[src/rtl/imu_adc_scheduler.sv]
// Conversion sequencer for the shared IMU serial ADC: periodic sweeps over a channel
// mask, 2^avg_log2 oversamples per channel, one averaged result per channel.
module imu_adc_scheduler #(
  parameter int unsigned NUM_CH   = 8,
  parameter int unsigned DATA_W   = 12,
  parameter int unsigned PERIOD_W = 20
) (
  input  logic                clk,
  input  logic                reset_n,
  input  logic                enable,
  input  logic [PERIOD_W-1:0] period,
  input  logic [NUM_CH-1:0]   ch_mask,
  input  logic [1:0]          avg_log2,
  input  logic                clr_overrun,
  output logic                conv_req,
  output logic [2:0]          conv_ch,
  input  logic                conv_ack,
  input  logic                conv_valid,
  input  logic [DATA_W-1:0]   conv_data,
  output logic                sample_we,
  output logic [2:0]          sample_ch,
  output logic [DATA_W-1:0]   sample_data,
  output logic                sweep_done,
  output logic                busy,
  output logic                overrun
);

  typedef enum logic [1:0] {IDLE, ISSUE, WAIT_DATA, NEXT} state_t;

  state_t              state;
  logic [PERIOD_W-1:0] period_cnt;
  logic                tick;
  logic [NUM_CH-1:0]   sweep_mask;
  logic [1:0]          sweep_avg;
  logic [DATA_W+2:0]   acc;
  logic [DATA_W+2:0]   acc_sum;
  logic [DATA_W+2:0]   avg_val;
  logic [3:0]          conv_cnt;
  logic [3:0]          cnt_inc;
  logic [3:0]          target;
  logic [2:0]          first_ch;
  logic [2:0]          next_ch;
  logic                first_ok;
  logic                next_ok;

  assign tick = enable && (period_cnt == '0);

  always_ff @(posedge clk or negedge reset_n) begin
    if (!reset_n)              period_cnt <= '0;
    else if (!enable)          period_cnt <= '0;
    else if (tick)             period_cnt <= (period == '0) ? '0 : period - PERIOD_W'(1);
    else                       period_cnt <= period_cnt - PERIOD_W'(1);
  end

  assign acc_sum = acc + (DATA_W+3)'(conv_data);
  assign avg_val = acc_sum >> sweep_avg;
  assign cnt_inc = conv_cnt + 4'd1;
  assign target  = 4'd1 << sweep_avg;

  // Descending scan so the lowest qualifying index is the one left standing.
  always_comb begin
    first_ch = '0;
    first_ok = 1'b0;
    next_ch  = '0;
    next_ok  = 1'b0;
    for (int unsigned i = NUM_CH; i > 0; i--) begin
      if (ch_mask[i-1]) begin
        first_ch = 3'(i - 1);
        first_ok = 1'b1;
      end
      if (sweep_mask[i-1] && (3'(i - 1) > conv_ch)) begin
        next_ch = 3'(i - 1);
        next_ok = 1'b1;
      end
    end
  end

  always_ff @(posedge clk or negedge reset_n) begin
    if (!reset_n) begin
      state       <= IDLE;
      sweep_mask  <= '0;
      sweep_avg   <= '0;
      acc         <= '0;
      conv_cnt    <= '0;
      conv_req    <= 1'b0;
      conv_ch     <= '0;
      sample_we   <= 1'b0;
      sample_ch   <= '0;
      sample_data <= '0;
      sweep_done  <= 1'b0;
      busy        <= 1'b0;
      overrun     <= 1'b0;
    end else begin
      sample_we  <= 1'b0;
      sweep_done <= 1'b0;

      if (tick && (state != IDLE)) overrun <= 1'b1;
      else if (clr_overrun)        overrun <= 1'b0;

      case (state)
        IDLE: begin
          if (tick) begin
            if (first_ok) begin
              sweep_mask <= ch_mask;
              sweep_avg  <= avg_log2;
              conv_ch    <= first_ch;
              conv_req   <= 1'b1;
              busy       <= 1'b1;
              state      <= ISSUE;
            end else begin
              sweep_done <= 1'b1;
            end
          end
        end
        ISSUE: begin
          if (conv_req && conv_ack) begin
            conv_req <= 1'b0;
            state    <= WAIT_DATA;
          end
        end
        // Sample/done decisions are taken on the valid edge so they appear one cycle
        // after the final conversion; NEXT then only re-issues the request.
        WAIT_DATA: begin
          if (conv_valid) begin
            if (cnt_inc < target) begin
              acc      <= acc_sum;
              conv_cnt <= cnt_inc;
              state    <= NEXT;
            end else begin
              sample_we   <= 1'b1;
              sample_ch   <= conv_ch;
              sample_data <= avg_val[DATA_W-1:0];
              acc         <= '0;
              conv_cnt    <= '0;
              if (next_ok) begin
                conv_ch <= next_ch;
                state   <= NEXT;
              end else begin
                sweep_done <= 1'b1;
                busy       <= 1'b0;
                state      <= IDLE;
              end
            end
          end
        end
        NEXT: begin
          conv_req <= 1'b1;
          state    <= ISSUE;
        end
        default: state <= IDLE;
      endcase
    end
  end

endmodule

[config.mk]
export PLATFORM = sky130hd
export DESIGN_NAME = imu_adc_scheduler
export DESIGN_NICKNAME = d
export VERILOG_FILES = /design/src/rtl/imu_adc_scheduler.sv
export SDC_FILE = /design/constraint.sdc
export NUM_CORES = 1
export LEC_CHECK = 0
export CELL_PAD_IN_SITES_DETAIL_PLACEMENT = 1
export CELL_PAD_IN_SITES_GLOBAL_PLACEMENT = 1
export CORE_MARGIN = 5
export CORE_UTILIZATION = 40
export DETAILED_ROUTE_END_ITERATION = 10
export DONT_BUFFER_PORTS = 1
export GPL_TIMING_DRIVEN = 0
export PLACE_DENSITY = 0.75
export REMOVE_ABC_BUFFERS = 1
export SETUP_SLACK_MARGIN = 0.05
export SLEW_MARGIN = 30
export SYNTH_ARGS = -nofsm -noshare
export SYNTH_HDL_FRONTEND = slang
export SYNTH_SLANG_ARGS = --single-unit
[constraint.sdc]
create_clock -name clk -period 2.7 [get_ports clk]
set_input_delay 0.54 -clock clk [delete_from_list [all_inputs] [get_ports clk]]
set_output_delay 0.54 -clock clk [all_outputs]
set_load 0.005 [all_outputs]
==> results of run 1 <==
## layer usage
| metal | vias to the layer above | global-route usage [%] | wire length [µm] |
|---|---|---|---|
| met2 | 73 | 34.9 | 7650 |
| met4 | 0 | 5.81 | 203 |
| met5 | - | 0 | 0 |
| met1 | 2244 | 25.2 | 6450 |
| li1 | 2109 | - | - |
| met3 | 14 | 4.46 | 681 |
## worst max-delay path, cell delays in order (launching register included)
cell and delay [ps]:
dfrtp_1 380, or4_4 550, or4_4 550, nor2_2 150
nor4b_4 310, and3_4 330, mux2_4 320
## what timing repair did
item | CTS | global route
gates cloned | 2 | 0
setup buffers | 9 | 14
setup endpoints to repair | 68 | 47
pin swaps | 6 | 11
resized for setup | 35 | 24
hold endpoints to repair | 73 | 0
hold buffers | 1 | 0
## final cells by class
cell class,count,area share (%)
timing repair buffer,24,3.47
sequential,73,31.2
inverter,23,1.53
multi-input combinational,456,54.4
clock inverter,7,2.00
clock buffer,9,3.83
tap,168,3.57
## cell usage in the layout, fill, tap and decap left out, drive strengths merged, types with 6 or more instances in the layout
| master | Yosys | layout |
|---|---|---|
| nand2b | 6 | 6 |
| nand2 | 64 | 64 |
| o21ai | 49 | 49 |
| or3 | 10 | 10 |
| a21o | 14 | 14 |
| ha | 23 | 23 |
| a21oi | 31 | 31 |
| mux2 | 10 | 10 |
| o22ai | 10 | 10 |
| xnor2 | 18 | 18 |
| nand3 | 11 | 12 |
| dfrtp | 73 | 73 |
| buf | 5 | 24 |
| clkbuf | 23 | 9 |
| inv | 23 | 23 |
| nor2 | 40 | 40 |
| or4 | 7 | 7 |
| nor3 | 24 | 24 |
| xor2 | 23 | 23 |
| nor4 | 11 | 11 |
| o31ai | 8 | 8 |
| o21bai | 6 | 6 |
| and2 | 10 | 10 |
| a211oi | 9 | 9 |
## worst min path at each step
stage | slack (ps) | to | cells past startpoint | from
after global routing | 110 | period_cnt[7] | 1 | reset_n
after detailed placement | 250 | period_cnt[1] | 0 | reset_n
after CTS | 110 | period_cnt[1] | 1 | reset_n
after global placement | 250 | period_cnt[0] | 0 | reset_n
final | 80 | period_cnt[0] | 1 | reset_n
after floorplan | 240 | acc[0] | 0 | reset_n
## metrics by stage
stage          instance area [µm²]  util (%)  std cells  TNS (ps)  hold WS, ps
3_3_place_gp                  5090      42.0        718    -42050          246
5_1_grt                       5880      48.6        760      -837          113
4_1_cts                       5690      47.0        746      -448          108
3_5_place_dp                  5100      42.1        718    -38520          246
2_1_floorplan                 4880         -        550     -4150          244
6_report                      5880      48.6        760     -38.6         82.1
## state kept, by name (all words and copies together) (netlist names), 2 cells and up
name,flops
acc,15
conv_ch,3
conv_cnt,4
period_cnt,20
sample_ch,3
sample_data,12
state,2
sweep_avg,2
sweep_mask,7
## power by group
part           internal (mW)  switching, mW  total [mW]
combinational           1.87           2.31        4.18
clock                  0.905          0.509        1.41
sequential              1.55          0.505        2.05
## kinds of logic (layout without fill, tap and decap cells)
logic type                 after synthesis  in the layout
muxes                                   15             15
xor gates and xnor gates                41             41
buffers and inverters                   51             63
adders and majority gates               24             24
and+or+nand+nor                        207            209
DFF                                     73             73
AOI/OAI and AO/OA                      167            167
==> impl_metrics.ini, run 1 <==
[run_status]
status = finished with violations
violations = negative setup slack

[clock_tree]
root_buffer = clkbuf_16
cts_buffer_depth = 2
cts_sinks = 73
clkTransAtPathRegs_ps = 60
clk-insertion-delay-late_ps = 340
cts_buffers = 9
ctsHtreeMaxLevel = 3
cts_tree = built

[logic_synthesis]
ys_ff_latch = 73
syn-cell-area_um2 = 5000
synthArstFlopShare_pct = 100
synth_xor_area_share_pct = 7.18
synth_edf_count = 0
synth_top_family_by_area = compound AO/OA/AOI/OAI gates
synth_warnings = 0
yosys.cell_count.top_type = dfrtp_1
synth.largest_area_cell = dfrtp_1
synth_top_area_share_pct = 36.5
syn_avg_cell_area_um2 = 8.65
synthFlopType = dfrtp_1
synth_area_leaders = dfrtp_1 37%, ha_1 5.8%, o21ai_0 4.9%
synth-seq-area-share_pct = 36.5
synth_compound_area_share_pct = 21.9
ys_top_cells_by_count = 73 x dfrtp_1, 64 x nand2_1, 49 x o21ai_0
muxShareOfSynthArea_pct = 3.33
synth_cells = 578
synth.distinct_cells = 62
synthSimpleGateAreaFrac_pct = 20.9
synthAdderAreaFrac_pct = 6.16

[setup_path]
regToRegSetupSlack_ps = -10
reg2reg_from = period_cnt[10]
cp-start-kind = flop
rr_worst_depth = 6
cp-end-kind = flop
worstPathRequired_ps = 2920
worst-path-max-fanout = 6
r2r_end = sweep_mask[3]
worstPathArrival_ps = 2930
crit_type = reg -> reg
crit_end = sweep_mask[3]
setup.worst_path.start = period_cnt[10]

[sta]
fmax_ghz = 0.369
grt_setup_unrepaired = yes
min_period_over_period_pct = 100
drv_slew = 0
slew_headroom_pct = 62.1
finalSetupViolCount = 6
finalClockSkew_ps = 7.52
hold_viol = 0
period_minus_slack_ps = 2710
tightest_slew_ps = 567
setup_ws_ps = -12.4

[routing]
drc = 0
wl_per_cell_um = 19.7
vias_per_cell = 5.84
antenna_left = 0
drt-total-wl_um = 15000
vias = 4440
drtIter0Drc = 242
drt_first_pass_iters = 4

[die]
start_util_pct = 41.3
rows = 40
die_w_um = 122
core_area_um2 = 12100
ioPinCount = 71
dieHeight_um = 122
design.die.area_um2 = 14800

[place]
gp_congestion = 0.898
io_buffer_count = 0
place_hpwl_um = 10100
dp_slack_ps = -1370

[power]
finalPower_mw = 7.64
leakagePower_nw = 2.57
peakVddDrop_mv = 0.487
powerDensity_nw_per_um2 = 1300

[grt]
grt_max_degree = 74
grt_pass1_wl_um = 23900
antenna_found_initial = 0
gr-total-overflow = 0
grt_pass1_vias = 4654
grt_use_total_pct = 20.1

[final_layout]
fillers = 1426
seq_area_um2 = 1830
insertedDiodeCount = 0
finalNetCount = 659
multi_input_area_um2 = 3200
synthToLayoutAreaGrowth_pct = 17.7
drive_above_1_share_pct = 16.4

[hold_path]
hold_class = in -> async

[job]
max-cap-violations = 0
Note: power is estimated with default switching activity, not from simulation.
==> run 2: changes to the inputs <==
Settings changed: CTS_BUF_LIST from default to sky130_fd_sc_hd__clkbuf_4.
==> impl_metrics.ini, run 2 (synthesis gave the netlist of run 1 again) <==
[place]
place_hpwl_um = 10100
gp_congestion = 0.898
io_buffer_count = 0
dp.cells = 718

[final_layout]
final_cell_mix = 71 x dfrtp_1, 61 x nand2_1, 41 x o21ai_0
synthToLayoutAreaGrowth_pct = 17.8
largest_register = period_cnt
top_regs = period_cnt: 20 flops, acc: 15 flops, sample_data: 12 flops
final_common_cell = dfrtp_1
insertedDiodeCount = 0
finalNetCount = 671
stdcell_count = 772
largest_reg_flops = 20
drive_above_1_share_pct = 18.9
final_core_util_pct = 48.6

[grt]
gr-total-overflow = 0
grt_max_degree = 74
met2_usage_pct = 35.7
grt_pass1_vias = 4731
grt_pass1_wl_um = 24200
grt_use_total_pct = 20.4
use_met3_pct = 4.55
grt_busiest_layer = met2
antenna_found_initial = 0
gr-usage-met1_pct = 24.8

[setup_path]
worstPathRequired_ps = 3100
reg2reg_from = period_cnt[10]
crit_end = state[0]
regToRegSetupSlack_ps = -10
rr_worst_depth = 8
cp-end-kind = flop
cp-start-kind = flop
r2r_end = state[0]
worstPathArrival_ps = 3110
worst-path-max-fanout = 4
setup.worst_path.start = period_cnt[10]
crit_type = reg -> reg

[sta]
drv_slew = 0
finalSetupViolCount = 2
hold_viol = 0
setup_ws_ps = -10.2
finalClockSkew_ps = 14.2
grt_setup_unrepaired = yes
fmax_ghz = 0.369
slew_headroom_pct = 60.7
tightest_slew_ps = 590
min_period_over_period_pct = 100
period_minus_slack_ps = 2710

[power]
swShare_pct = 45.3
p_int_mw = 4.10
peakVddDrop_mv = 0.495
p_sw_mw = 3.39
powerDensity_nw_per_um2 = 1270
power_frac_comb_pct = 60.3
leakagePower_nw = 2.58
seqPwrFrac_pct = 27.3
power_frac_clock_pct = 12.3

[clock_tree]
root_buffer = clkbuf_4
cts_sinks = 73
clkTransAtPathRegs_ps = 140
cts_buffer_depth = 2
cts_buffers = 9
clk-insertion-delay-late_ps = 460
ctsHtreeMaxLevel = 3
cts_tree = built

[die]
design.die.area_um2 = 14800
rows = 40
core_area_um2 = 12100
ioPinCount = 71
die_w_um = 122
start_util_pct = 41.3
dieHeight_um = 122

[routing]
vias_per_cell = 5.83
vias = 4499
wl_per_cell_um = 19.6
drtIter0Drc = 279
drt-total-wl_um = 15100
antenna_left = 0
drc = 0
drt_first_pass_iters = 4

[hold_path]
hold_class = in -> reg
min_from = enable

[run_status]
violations = negative setup slack
status = finished with violations

[job]
max-cap-violations = 0
==> run 2: power groups by stage <==
stage | Clock [mW] | Sequential (mW) | Combinational [mW]
3_5_place_dp | 0 | 2.04 | 3.33
6_report | 0.925 | 2.05 | 4.52
3_3_place_gp | 0 | 2.02 | 3.15
5_1_grt | 0.992 | 2.11 | 4.93
4_1_cts | 0.942 | 2.05 | 4.07
2_1_floorplan | 0 | 1.89 | 2.58
==> run 2: timing repair <==
action	4_1_cts	5_1_grt
cloned	2	0
setup endpoints to repair	69	55
hold endpoints to repair	73	0
gates resized for setup	52	23
hold buffers	2	0
pin swaps	15	15
buffers inserted	20	14
==> run 2: critical path, cell delays in order, from the launching register on <==
cell and delay (ps):
dfrtp_1 410, or4_4 550, or4_4 540, nor4b_4 330, a21boi_2 110, buf_4 150
a221o_1 330, a21oi_2 130, a21o_1 100
==> run 2: how the worst min path moves through the flow <==
stage / to / slack [ps] / cells past startpoint
final: period_cnt[8] / 180 / 2
after global placement: period_cnt[0] / 250 / 0
after CTS: period_cnt[8] / 150 / 2
after floorplan: acc[0] / 240 / 0
after global routing: period_cnt[12] / 150 / 2
after detailed placement: period_cnt[1] / 250 / 0
==> run 2: per-stage QoR <==
stage          setup slack [ps]  TNS (ps)  area (µm²)  total power [mW]  hold WS, ps
2_1_floorplan              -513     -4150        4880              4.46          244
3_3_place_gp              -1660    -42050        5090              5.17          246
3_5_place_dp              -1370    -38520        5100              5.37          246
4_1_cts                   -51.4      -143        5690              7.06          152
5_1_grt                   -96.0      -773        5890              8.03          153
6_report                  -10.2     -12.0        5890              7.49          175
==> run 2: cell type report <==
cell class / instances / area (µm²)
fillers: 1426 / 6220
multi-input cells: 456 / 3260
flip-flops and latches: 73 / 1830
repair buffers: 36 / 304
well taps: 168 / 210
clock inverters: 7 / 118
inverters: 23 / 90.1
clock buffers: 9 / 67.6
==> run 2: metal layers <==
metal  up-vias  part of all wire [%]
li1       2133                     -
met2        81                    50
met3        19                   4.7
met1      2266                    43
met5         -                     0
met4         0                   2.0
==> run 3: changes to the inputs <==
Settings changed: ABC_AREA from default to 1, CORE_UTILIZATION 40 to 43, PLACE_DENSITY 0.75 to 0.83.
==> impl_metrics.ini, run 3 <==
[run_status]
status = completed

[die]
ioPinCount = 71
design.die.area_um2 = 14700
core_area_um2 = 12100
die_w_um = 121
start_util_pct = 44.1
rows = 40
dieHeight_um = 121

[logic_synthesis]
synth_top_area_share_pct = 34.3
ys_ff_latch = 73
synthFlopType = dfrtp_1
ys_top_cells_by_count = 209 x nand2_1, 106 x inv_1, 80 x nand3_1
synth_warnings = 0
synth-seq-area-share_pct = 34.3
synth_cells = 767
synthArstFlopShare_pct = 100
synth.largest_area_cell = dfrtp_1
syn_avg_cell_area_um2 = 6.94
synth.distinct_cells = 45
synth_area_leaders = dfrtp_1 34%, nand2_1 15%, nand3_1 7.5%
yosys.cell_count.top_type = nand2_1
syn-cell-area_um2 = 5320
synth_edf_count = 0

[setup_path]
rr_worst_depth = 13
setup.worst_path.start = sweep_avg[0]
crit_type = reg -> reg
r2r_end = sample_data[11]
reg2reg_from = sweep_avg[0]
cp-start-kind = flop
worstPathArrival_ps = 2790
worstPathRequired_ps = 3060
cp-end-kind = flop
worst-path-max-fanout = 19
regToRegSetupSlack_ps = 260

[final_layout]
finalNetCount = 844
final_common_cell = nand2_1
largest_register = period_cnt
stdcell_count = 945
insertedDiodeCount = 0
fin_area_um2 = 5680
fillers = 1596
largest_reg_flops = 20
final_cell_mix = 209 x nand2_1, 104 x inv_1, 79 x nand3_1
top_regs = period_cnt: 20 flops, acc: 15 flops, sample_data: 12 flops
synthToLayoutAreaGrowth_pct = 6.63
drive_above_1_share_pct = 7.98

[power]
leakagePower_nw = 2.92
powerDensity_nw_per_um2 = 1020
peakVddDrop_mv = 0.452
finalPower_mw = 5.78

[sta]
fmax_ghz = 0.410
finalClockSkew_ps = 18.4
hold_viol = 0
min_period_over_period_pct = 90.2
slew_headroom_pct = 48.9
period_minus_slack_ps = 2440
tightest_slew_ps = 765
finalSetupViolCount = 0
whs_ps = 183
grt_setup_unrepaired = yes
drv_slew = 0

[place]
io_buffer_count = 0
dp.cells = 922
gp_congestion = 0.855
placed_area_um2 = 5460
place_hpwl_um = 11900

[grt]
grt_pass1_wl_um = 25300
gr-total-overflow = 0
antenna_found_initial = 0
grt_pass1_vias = 5331
grt_max_degree = 74
grt_use_total_pct = 21.4

[routing]
vias = 5008
drtIter0Drc = 190
vias_per_cell = 5.30
antenna_left = 0
wl_per_cell_um = 16.1
drt-total-wl_um = 15200
drc = 0
drt_first_pass_iters = 4

[hold_path]
min_from = clr_overrun
hold_class = in -> reg
hold_depth = 1
min_to = overrun

[clock_tree]
ctsHtreeMaxLevel = 3
root_buffer = clkbuf_4
cts_tree = built
clk-insertion-delay-late_ps = 450
clkTransAtPathRegs_ps = 130
cts_sinks = 73
cts_buffers = 9
cts_buffer_depth = 2

[job]
max-cap-violations = 0
## run 3: cell count changes in the layout (fill, tap and decap cells not counted), moves of 9 or more
cell,change
inv_1,+83
nand2_1,+148
a21o_1,-11
nand3_1,+70
nor2_1,+29
buf_4,-26
nor3_1,-14
o21ai_1,+9
## run 3: cell type report
class / count / area (µm²) / share of cell area [%]
clock buffer: 11 / 82.6 / 1.45
clock inverter: 5 / 32.5 / 0.573
inverter: 111 / 427 / 7.52
multi-input combinational: 570 / 3020 / 53.2
sequential: 73 / 1830 / 32.2
tap: 168 / 210 / 3.70
timing repair buffer: 7 / 75.1 / 1.32
## run 3: kinds of logic after synthesis
kind of cell	after synthesis	share of synthesized area (%)
buffers and inverters	124	9.26
and+or+nand+nor	412	34.5
adders and majority gates	24	5.78
AOI/OAI and AO/OA	107	11.7
xor gates and xnor gates	27	4.44
DFF	73	34.3
## run 3: what timing repair did
| item | 4_1_cts | 5_1_grt |
|---|---|---|
| resized for setup | 5 | 3 |
| setup buffers | 2 | 3 |
| hold endpoints to repair | 73 | 0 |
| endpoints found under the setup margin | 35 | 22 |
| cloned | 0 | 0 |
| pin swaps | 1 | 0 |
| hold buffers | 2 | 0 |
## run 3: worst max path at each step
stage,to,depth (start not counted)
detailed placement,acc[10],11
global route,sample_data[11],13
floorplan,sample_data[10],13
global placement,conv_cnt[2],11
CTS,sample_data[10],13
finish,sample_data[11],13
## run 3: power breakdown
group          internal [mW]  total (mW)  switching (mW)
combinational           1.13        3.20            2.07
sequential              1.52        1.95           0.432
clock                  0.207       0.629           0.423
total                   2.85        5.78            2.93
## run 3: stage by stage
stage | setup slack (ps) | setup TNS (ps) | util, %
final | 264 | 0 | 47.1
after global routing | 22.0 | 0 | 47.1
after CTS | 164 | 0 | 46.8
after detailed placement | -411 | -4090 | 45.3
after global placement | -365 | -2530 | 45.3
after floorplan | 503 | 0 | -
## run 3: metal layers
metal	track usage [%]	vias up	wire, µm
li1	-	2483	-
met1	26.6	2425	6830
met2	37.1	81	7520
met3	5.45	19	656
met4	5.25	0	195
met5	0	-	0
## run 3: critical path, cell delays in order, from the launching register on
cell and delay [ps]:
dfrtp_2 550, clkinvlp_4 210, nor2_2 170, inv_1 70, ha_1 280, o21ai_1 70, nand2_1 80, nand3_1 70
nand2_1 180, nand2_4 210, inv_4 200, nand3_1 100, nor2_1 100, nor2_1 50
